File: config.mk
export PLATFORM = sky130hd
export DESIGN_NAME = gcd_dispatch_flat
export DESIGN_NICKNAME = d
export VERILOG_FILES = /design/src/rtl/gcd_pkg.sv /design/src/rtl/gcd_dispatch_if.sv /design/src/rtl/gcd_job_fifo.sv /design/src/rtl/gcd_dispatch.sv /design/src/flat_wrapper.sv
export SDC_FILE = /design/constraint.sdc
export NUM_CORES = 1
export LEC_CHECK = 0
export CELL_PAD_IN_SITES_DETAIL_PLACEMENT = 2
export CELL_PAD_IN_SITES_GLOBAL_PLACEMENT = 2
export CORE_ASPECT_RATIO = 1.2
export CORE_MARGIN = 2
export CORE_UTILIZATION = 42
export CTS_BUF_LIST = sky130_fd_sc_hd__clkbuf_16
export DETAILED_ROUTE_END_ITERATION = 7
export GPL_ROUTABILITY_DRIVEN = 0
export PLACE_DENSITY = 0.87
export REMOVE_ABC_BUFFERS = 1
export SYNTH_ARGS = -nofsm -noshare
export SYNTH_HDL_FRONTEND = slang
export SYNTH_HIERARCHICAL = 1
export SYNTH_SLANG_ARGS = --single-unit
File: constraint.sdc
create_clock -name clk -period 4.5 [get_ports clk]
set_input_delay 0.9 -clock clk [delete_from_list [all_inputs] [get_ports clk]]
set_output_delay 0.9 -clock clk [all_outputs]
set_load 0.1 [all_outputs]
File: src/rtl/gcd_pkg.sv
//==============================================================================
//  Module      : gcd_pkg
//  Description : Shared types and constants for the GCD job dispatcher:
//                operand width, job record and dispatcher FSM states.
//  Revision    : 1.0  initial release
//==============================================================================
`default_nettype none

package gcd_pkg;

    localparam int OPER_W    = 32;
    localparam int TAG_MAX_W = 16;
    localparam int CYC_W     = 16;

    typedef logic [TAG_MAX_W-1:0] tag_t;

    // One queued job; the tag field is sized for the widest tag supported.
    typedef struct packed {
        logic [OPER_W-1:0] u;
        logic [OPER_W-1:0] v;
        tag_t              tag;
    } job_t;

    typedef enum logic [2:0] {
        ST_IDLE = 3'd0,
        ST_LOAD = 3'd1,
        ST_ARM  = 3'd2,
        ST_WAIT = 3'd3,
        ST_DONE = 3'd4
    } state_t;

endpackage

`default_nettype wire

File: src/rtl/gcd_dispatch_if.sv
//==============================================================================
//  Module      : gcd_dispatch_if
//  Description : Job input, engine and result channels of the GCD dispatcher.
//                slave = dispatcher side, master = environment side.
//  Revision    : 1.0  initial release
//==============================================================================
`default_nettype none

interface gcd_dispatch_if #(
    parameter int TAG_W = 4
);
    import gcd_pkg::*;

    logic                 in_valid;
    logic                 in_ready;
    logic [OPER_W-1:0]    in_u;
    logic [OPER_W-1:0]    in_v;
    logic [TAG_W-1:0]     in_tag;

    logic                 eng_load;
    logic [OPER_W-1:0]    eng_u;
    logic [OPER_W-1:0]    eng_v;
    logic [OPER_W-1:0]    eng_result;
    logic                 eng_busy;

    logic                 out_valid;
    logic                 out_ready;
    logic [OPER_W-1:0]    out_result;
    logic [TAG_W-1:0]     out_tag;
    logic [CYC_W-1:0]     out_cycles;

    modport slave (
        input  in_valid, in_u, in_v, in_tag, eng_result, eng_busy, out_ready,
        output in_ready, eng_load, eng_u, eng_v, out_valid, out_result, out_tag, out_cycles
    );

    modport master (
        output in_valid, in_u, in_v, in_tag, eng_result, eng_busy, out_ready,
        input  in_ready, eng_load, eng_u, eng_v, out_valid, out_result, out_tag, out_cycles
    );

endinterface

`default_nettype wire

File: src/rtl/gcd_job_fifo.sv
//==============================================================================
//  Module      : gcd_job_fifo
//  Description : Show-ahead synchronous FIFO; head entry visible on pop_data.
//                DEPTH must be a power of two so pointers wrap naturally.
//  Revision    : 1.0  initial release
//==============================================================================
`default_nettype none

module gcd_job_fifo #(
    parameter int DEPTH = 4,
    parameter int WIDTH = 8
) (
    input  logic             clk,
    input  logic             reset_l,
    input  logic             push,
    input  logic [WIDTH-1:0] push_data,
    input  logic             pop,
    output logic [WIDTH-1:0] pop_data,
    output logic             full,
    output logic             empty
);

    localparam int AW = $clog2(DEPTH);
    localparam int CW = AW + 1;

    logic [WIDTH-1:0] mem [DEPTH];
    logic [AW-1:0]    wr_ptr;
    logic [AW-1:0]    rd_ptr;
    logic [CW-1:0]    count;
    logic             do_push;
    logic             do_pop;

    assign do_push  = push && !full;
    assign do_pop   = pop && !empty;
    assign full     = (count == CW'(DEPTH));
    assign empty    = (count == '0);
    assign pop_data = mem[rd_ptr];

    // Storage array; contents need no reset because count gates visibility.
    always_ff @(posedge clk) begin
        if (do_push) begin
            mem[wr_ptr] <= push_data;
        end
    end

    // Pointers wrap modulo DEPTH; count tracks occupancy including simultaneous push/pop.
    always_ff @(posedge clk or negedge reset_l) begin
        if (!reset_l) begin
            wr_ptr <= '0;
            rd_ptr <= '0;
            count  <= '0;
        end else begin
            if (do_push) wr_ptr <= wr_ptr + AW'(1);
            if (do_pop)  rd_ptr <= rd_ptr + AW'(1);
            case ({do_push, do_pop})
                2'b10:   count <= count + CW'(1);
                2'b01:   count <= count - CW'(1);
                default: count <= count;
            endcase
        end
    end

endmodule

`default_nettype wire

File: src/rtl/gcd_dispatch.sv
//==============================================================================
//  Module      : gcd_dispatch
//  Description : Queues GCD jobs, feeds them one at a time to an external
//                engine and returns result, tag and engine cycle count in
//                acceptance order.
//  Revision    : 1.0  initial release
//==============================================================================
`default_nettype none

module gcd_dispatch
    import gcd_pkg::*;
#(
    parameter int FIFO_DEPTH = 4,
    parameter int TAG_W      = 4
) (
    input  logic          clk,
    input  logic          reset_l,
    gcd_dispatch_if.slave bus
);

    state_t              state;
    state_t              state_nxt;
    job_t                push_job;
    job_t                head_job;
    logic                fifo_full;
    logic                fifo_empty;
    logic                push;
    logic                pop;
    logic                eng_load;
    logic                out_valid;
    logic [OPER_W-1:0]   eng_u_r;
    logic [OPER_W-1:0]   eng_v_r;
    logic [TAG_W-1:0]    tag_r;
    logic [OPER_W-1:0]   result_r;
    logic [CYC_W-1:0]    cycles_r;

    assign push = bus.in_valid && !fifo_full;

    // Widen the incoming tag into the package job record.
    always_comb begin
        push_job.u   = bus.in_u;
        push_job.v   = bus.in_v;
        push_job.tag = tag_t'(bus.in_tag);
    end

    gcd_job_fifo #(
        .DEPTH (FIFO_DEPTH),
        .WIDTH ($bits(job_t))
    ) u_fifo (
        .clk       (clk),
        .reset_l   (reset_l),
        .push      (push),
        .push_data (push_job),
        .pop       (pop),
        .pop_data  (head_job),
        .full      (fifo_full),
        .empty     (fifo_empty)
    );

    // Upper tag bits of the stored record are always zero for narrow tags.
    if (TAG_W < TAG_MAX_W) begin : g_tag_pad
        logic tag_pad_unused;
        assign tag_pad_unused = &{1'b0, head_job.tag[TAG_MAX_W-1:TAG_W]};
    end

    // FSM state register.
    always_ff @(posedge clk or negedge reset_l) begin
        if (!reset_l) state <= ST_IDLE;
        else          state <= state_nxt;
    end

    // FSM next state; ARM skips the busy flag left over from the previous job.
    always_comb begin
        state_nxt = state;
        case (state)
            ST_IDLE: if (!fifo_empty)   state_nxt = ST_LOAD;
            ST_LOAD:                    state_nxt = ST_ARM;
            ST_ARM:                     state_nxt = ST_WAIT;
            ST_WAIT: if (!bus.eng_busy) state_nxt = ST_DONE;
            ST_DONE: if (bus.out_ready) state_nxt = ST_IDLE;
            default:                    state_nxt = ST_IDLE;
        endcase
    end

    // FSM outputs: pop in IDLE, load pulse in LOAD, result valid in DONE.
    always_comb begin
        pop       = (state == ST_IDLE) && !fifo_empty;
        eng_load  = (state == ST_LOAD);
        out_valid = (state == ST_DONE);
    end

    // Job operands, result capture and saturating engine cycle counter.
    always_ff @(posedge clk or negedge reset_l) begin
        if (!reset_l) begin
            eng_u_r  <= '0;
            eng_v_r  <= '0;
            tag_r    <= '0;
            result_r <= '0;
            cycles_r <= '0;
        end else begin
            if (pop) begin
                eng_u_r <= head_job.u;
                eng_v_r <= head_job.v;
                tag_r   <= head_job.tag[TAG_W-1:0];
            end
            if (state == ST_LOAD) begin
                cycles_r <= '0;
            end else if ((state == ST_ARM || state == ST_WAIT) && cycles_r != '1) begin
                cycles_r <= cycles_r + CYC_W'(1);
            end
            if (state == ST_WAIT && !bus.eng_busy) begin
                result_r <= bus.eng_result;
            end
        end
    end

    assign bus.in_ready   = !fifo_full;
    assign bus.eng_load   = eng_load;
    assign bus.eng_u      = eng_u_r;
    assign bus.eng_v      = eng_v_r;
    assign bus.out_valid  = out_valid;
    assign bus.out_result = result_r;
    assign bus.out_tag    = tag_r;
    assign bus.out_cycles = cycles_r;

endmodule

`default_nettype wire

File: src/flat_wrapper.sv
// flat-port wrapper written by rule: the top's interface ports become plain ports
module gcd_dispatch_flat import gcd_pkg::*;
#(
    parameter int FIFO_DEPTH = 4,
    parameter int TAG_W      = 4
)
  (clk, reset_l, bus_in_valid, bus_in_u, bus_in_v, bus_in_tag, bus_eng_result, bus_eng_busy, bus_out_ready, bus_in_ready, bus_eng_load, bus_eng_u, bus_eng_v, bus_out_valid, bus_out_result, bus_out_tag, bus_out_cycles);
  gcd_dispatch_if #(.TAG_W(TAG_W)) bus_i ();
  input  logic clk;
  input  logic reset_l;
  input wire logic [$bits(bus_i.in_valid)-1:0] bus_in_valid;
  input wire logic [$bits(bus_i.in_u)-1:0] bus_in_u;
  input wire logic [$bits(bus_i.in_v)-1:0] bus_in_v;
  input wire logic [$bits(bus_i.in_tag)-1:0] bus_in_tag;
  input wire logic [$bits(bus_i.eng_result)-1:0] bus_eng_result;
  input wire logic [$bits(bus_i.eng_busy)-1:0] bus_eng_busy;
  input wire logic [$bits(bus_i.out_ready)-1:0] bus_out_ready;
  output wire logic [$bits(bus_i.in_ready)-1:0] bus_in_ready;
  output wire logic [$bits(bus_i.eng_load)-1:0] bus_eng_load;
  output wire logic [$bits(bus_i.eng_u)-1:0] bus_eng_u;
  output wire logic [$bits(bus_i.eng_v)-1:0] bus_eng_v;
  output wire logic [$bits(bus_i.out_valid)-1:0] bus_out_valid;
  output wire logic [$bits(bus_i.out_result)-1:0] bus_out_result;
  output wire logic [$bits(bus_i.out_tag)-1:0] bus_out_tag;
  output wire logic [$bits(bus_i.out_cycles)-1:0] bus_out_cycles;
  assign bus_i.in_valid = bus_in_valid;
  assign bus_i.in_u = bus_in_u;
  assign bus_i.in_v = bus_in_v;
  assign bus_i.in_tag = bus_in_tag;
  assign bus_i.eng_result = bus_eng_result;
  assign bus_i.eng_busy = bus_eng_busy;
  assign bus_i.out_ready = bus_out_ready;
  assign bus_in_ready = bus_i.in_ready;
  assign bus_eng_load = bus_i.eng_load;
  assign bus_eng_u = bus_i.eng_u;
  assign bus_eng_v = bus_i.eng_v;
  assign bus_out_valid = bus_i.out_valid;
  assign bus_out_result = bus_i.out_result;
  assign bus_out_tag = bus_i.out_tag;
  assign bus_out_cycles = bus_i.out_cycles;
  gcd_dispatch #(.FIFO_DEPTH(FIFO_DEPTH), .TAG_W(TAG_W)) u_core (.clk(clk), .reset_l(reset_l), .bus(bus_i));
endmodule
Word-level counts from Yosys, hierarchy flattened
Memory sizes are Yosys's and may differ from the RTL's. A register that Yosys moved wholly into a read port is not among the register bits. Cells that the tools add are included.

Register bits after elaboration: 58. Memory bits (writable): 272. Output and inout bits: 119. Word-level logic and storage cells: 48. Memories: 1.

Add/subtract/negate cells: 5. Equality and inequality tests: 11. Muxes and demuxes: 9. Reductions and logical operators: 16.

Memory list: u_core.u_fifo.mem (words 4, width 68, rd ports 1, clocked after Yosys merged registers in 1, write ports 1, RTL line gcd_job_fifo.sv:26) `logic [WIDTH-1:0] mem [DEPTH];`.

Operators by type and width (number): $mux 16 (2); $add 16x1->16 const B (1); $ne 16x16->1 const B (1); $pmux 3 s5 (1); $mux 3 (3); $eq 3x2->1 const B (2); $eq 3x3->1 const B (2); $logic_and 1x1->1 (6); $logic_not 3->1 (2); $ne 2x2->1 const B (3); $pmux 3 s2 (1); $add 2x1->2 const B (2); $logic_not 1->1 (4); $reduce_bool 2->1 (2); $add 3x1->3 const B (1); $eq 3x1->1 const B (1); $reduce_and 3->1 (1); $sub 3x1->3 const B (1); $eq 2x1->1 const B (1); $eq 2x2->1 const B (1); $mux 1 (2); $logic_or 1x1->1 (1).

Depth between registers and ports, before layout
Depth after elaboration: 6. Mapped depth: 11. Depth with buffers taken out: 10.

Hierarchy
Netlist, hierarchy kept.

Modules (own cells, without submodules): gcd_job_fifo (instances 1, cells an instance 455, area an instance 12052.8 µm², sequential area each 9784.4 µm²); gcd_dispatch (instances 1, cells an instance 334, area an instance 4862.2 µm², sequential area each 2977.9 µm²).

Worst setup path before layout
OpenSTA, ideal clock, no wires.

Kind: input -> register. Start: input bus_in_valid. End: memory u_core/u_fifo/mem[0][0] in the netlist's numbering (enable). Setup time: 0.447 ns. Data arrival time: 3.147 ns. Setup slack: 0.906 ns. Stages on the path: 3. Buffers on the path: 0. Cells stage by stage: nor2b_1 nor2b_2 and2_1.

Word-level cells in the longest chain between the ends: 4.

Ends and longest elaborated chain: from (decl) (RTL line flat_wrapper.sv:11) `input wire logic [$bits(bus_i.in_valid)-1:0] bus_in_valid;`; $logic_and 1x1->1 (RTL line gcd_dispatch.sv:37) `assign push = bus.in_valid && !fifo_full;`; $logic_and 1x1->1 (RTL line gcd_job_fifo.sv:33) `assign do_push = push && !full;`; $mux 1 (RTL line gcd_job_fifo.sv:41) `if (do_push) begin`; $mux 1 (implied by the code) (RTL line gcd_job_fifo.sv:42) `mem[wr_ptr] <= push_data;`; to (decl) (RTL line gcd_job_fifo.sv:26).

Every way passes these cells.

Worst setup path in the final report
Start: register u_core.state[1]. End: output bus_out_valid.

Word-level cells in the longest chain between the ends: 1.

Ends and longest elaborated chain: from (decl) (RTL line gcd_dispatch.sv:21) `state_t state;`; from (signal assigned) (RTL line gcd_dispatch.sv:69) `else state <= state_nxt;`; $eq 3x3->1 (RTL line gcd_dispatch.sv:89) `out_valid = (state == ST_DONE);`; to (decl) (RTL line flat_wrapper.sv:22) `output wire logic [$bits(bus_i.out_valid)-1:0] bus_out_valid;`.

Every way passes these cells.

==> impl_metrics.yaml <==
synth:
  synth.avg_cell_area_um2: 20.88
  ys_warn_count: 6
  syn_area_mm2: 0.01520
  synthCells: 728
floorplan:
  fp.coreArea_mm2: 0.03575
  io_pins: 224
  rows: 76
  die_x_um: 177.7
  die_area_mm2: 0.03773
  die_h_um: 212.4
  start_util: 0.4251
route:
  first_pass_iters: 4
  drcViolationCount: 0
  viasPerCell: 5.280
  wire_per_inst_um: 25.36
  vias: 7762
  wirelength_um: 37280
  drt_iter0_drc: 451
  antenna_left: 0
cts:
  cts_buffers: 40
  cts_tree: "done"
  clock_sinks: 398
  cts_hold_buf: 0
  cts_max_path_buffers: 3
  cts_root_buf: "clkbuf_16"
  cts_setup_buffers: 0
  insertion_delay_ps: 530
  cts_resized: 0
  h-tree-depth: 2
  clk_pin_slew_ps: 60
final_layout:
  ff_latch_area_mm2: 0.01133
  fin_nets: 1083
  multi_input_area_mm2: 0.003543
  layout-drive-gt1-share: 0.2398
  fillers: 3112
  syn_to_final_growth_pct: 25.48
placed_design:
  place_ws_ps: 1255
  dpl.hpwl_um: 24550
  port_buffers: 223
run_status:
  status: "finished clean"
grt:
  grt.total_usage: 0.2027
  antenna_found_initial: 3
  grt_max_degree: 70
  first_global_vias: 8844
  overflow: 0
  grt_pass1_wl_um: 56160
sta:
  fmax_mhz: 289.1
  fin_crit_ps: 3459
  tightest_slew_ps: 1147
  finalSetupViolCount: 0
  maxSlewViolCount: 0
  post-route-period-util: 0.7686
  hold_viol_final: 0
  skew_ps: 10.58
  post-route-worst-setup-slack_ps: 1041
  finalSetupTns_ps: 0
  grt_setup_unrepaired: "false"
  maxSlewHeadroom: 0.2356
setup_path:
  crit_chain: "inv_1 -> and3_1 -> clkdlybuf4s50_1"
  end_kind: "primary output"
  worstPathRequired_ps: 3600
  crit_type: "register to primary output"
  path_max_fanout: 8
  arrival_ps: 2560
  start_kind: "register"
  critPathBufInv: 2
  critPathMaxStageDelay_ps: 1160
  slowest_stage: "clkdlybuf4s50_1"
  cp_top_family: "buffers and inverters"
worst_hold_path:
  hp-class: "input port to async pin"
run:
  maxCapViolCount: 0
[state kept, by name, indices dropped and copies added, names as in the netlist]
| register | flops |
|---|---|
| u_core/bus.out_cycles | 16 |
| u_core/u_fifo/count | 3 |
| u_core/bus.eng_u | 32 |
| u_core/bus.eng_v | 32 |
| u_core/u_fifo/rd_ptr | 2 |
| u_core/state | 3 |
| u_core/bus.out_result | 32 |
| u_core/bus.out_tag | 4 |
| u_core/u_fifo/wr_ptr | 2 |
| u_core/u_fifo/mem | 272 |
[path summary, 6_finish.rpt]
path | start | to | slack [ps] | depth (start not counted)
max in group asynchronous | reset_l | u_core/u_fifo/rd_ptr[0] | 3180 | 2
min reg2reg | u_core/bus.eng_u[0] | u_core/bus.eng_u[0] | 490 | 1
max | u_core/state[1] | bus_out_valid | 1040 | 3
min | reset_l | u_core/bus.out_result[15] | 370 | 1
min in group clk | u_core/bus.eng_u[0] | u_core/bus.eng_u[0] | 490 | 1
max reg2reg | u_core/u_fifo/count[2] | u_core/u_fifo/mem[1][24] | 2030 | 4
[layout make-up]
| class | instances | share of cell area |
|---|---|---|
| flip-flops and latches | 398 | 0.5940 |
| multi-input cells | 286 | 0.1858 |
| repair buffers | 233 | 0.1222 |
| clock buffers | 41 | 0.05380 |
| well taps | 468 | 0.03070 |
| clock inverters | 31 | 0.01102 |
| inverters | 12 | 0.002362 |
| diodes | 1 | 0.0001312 |
[metal layers]
metal | part of all wire | vias to the layer above | track usage
li1 | - | 3382 | -
met1 | 0.38 | 4068 | 0.2466
met2 | 0.53 | 263 | 0.3647
met3 | 0.065 | 45 | 0.04846
met4 | 0.017 | 4 | 0.04579
met5 | 0.00070 | - | 0
[cells in the final DEF, fill, tap and decap left out, drive strengths merged, types with 3 or more instances in the layout]
cell type,count
edfxtp,272
clkdlybuf4s50,221
dfrtp,126
mux2,103
mux4,68
clkbuf,41
clkinv,22
inv,17
nor2,12
buf,12
and3,7
nand2,7
a21oi,6
ha,6
o21ai,6
nor3,6
and2,6
nor2b,5
nand3,4
a21o,4
bufinv,3
nand4,3
and4,3
a31oi,3
mux2i,3
a221o,3
o22a,3
a22o,3
xnor2,3
xor2,3
[stage by stage]
stage	instances	utilization	hold WS [ps]	instance area, um^2
3_5_place_dp	1397	0.4988	478.8	17830
2_1_floorplan	696	-	475.6	14900
5_1_grt	1469	0.5334	408.5	19070
4_1_cts	1469	0.5334	403.6	19070
6_report	1470	0.5334	370.7	19070
3_3_place_gp	1397	0.4988	469.5	17830
[worst reg2reg max path: stages, from the launching register on]
cell and delay [ps]:
dfrtp_1 410, nor3b_2 200, nor2b_1 110, nor2b_2 340
and2_4 930
Power is left out: the tool's default activity adds up to more than one toggle a clock period on the data nets, which glitch-free logic cannot reach.
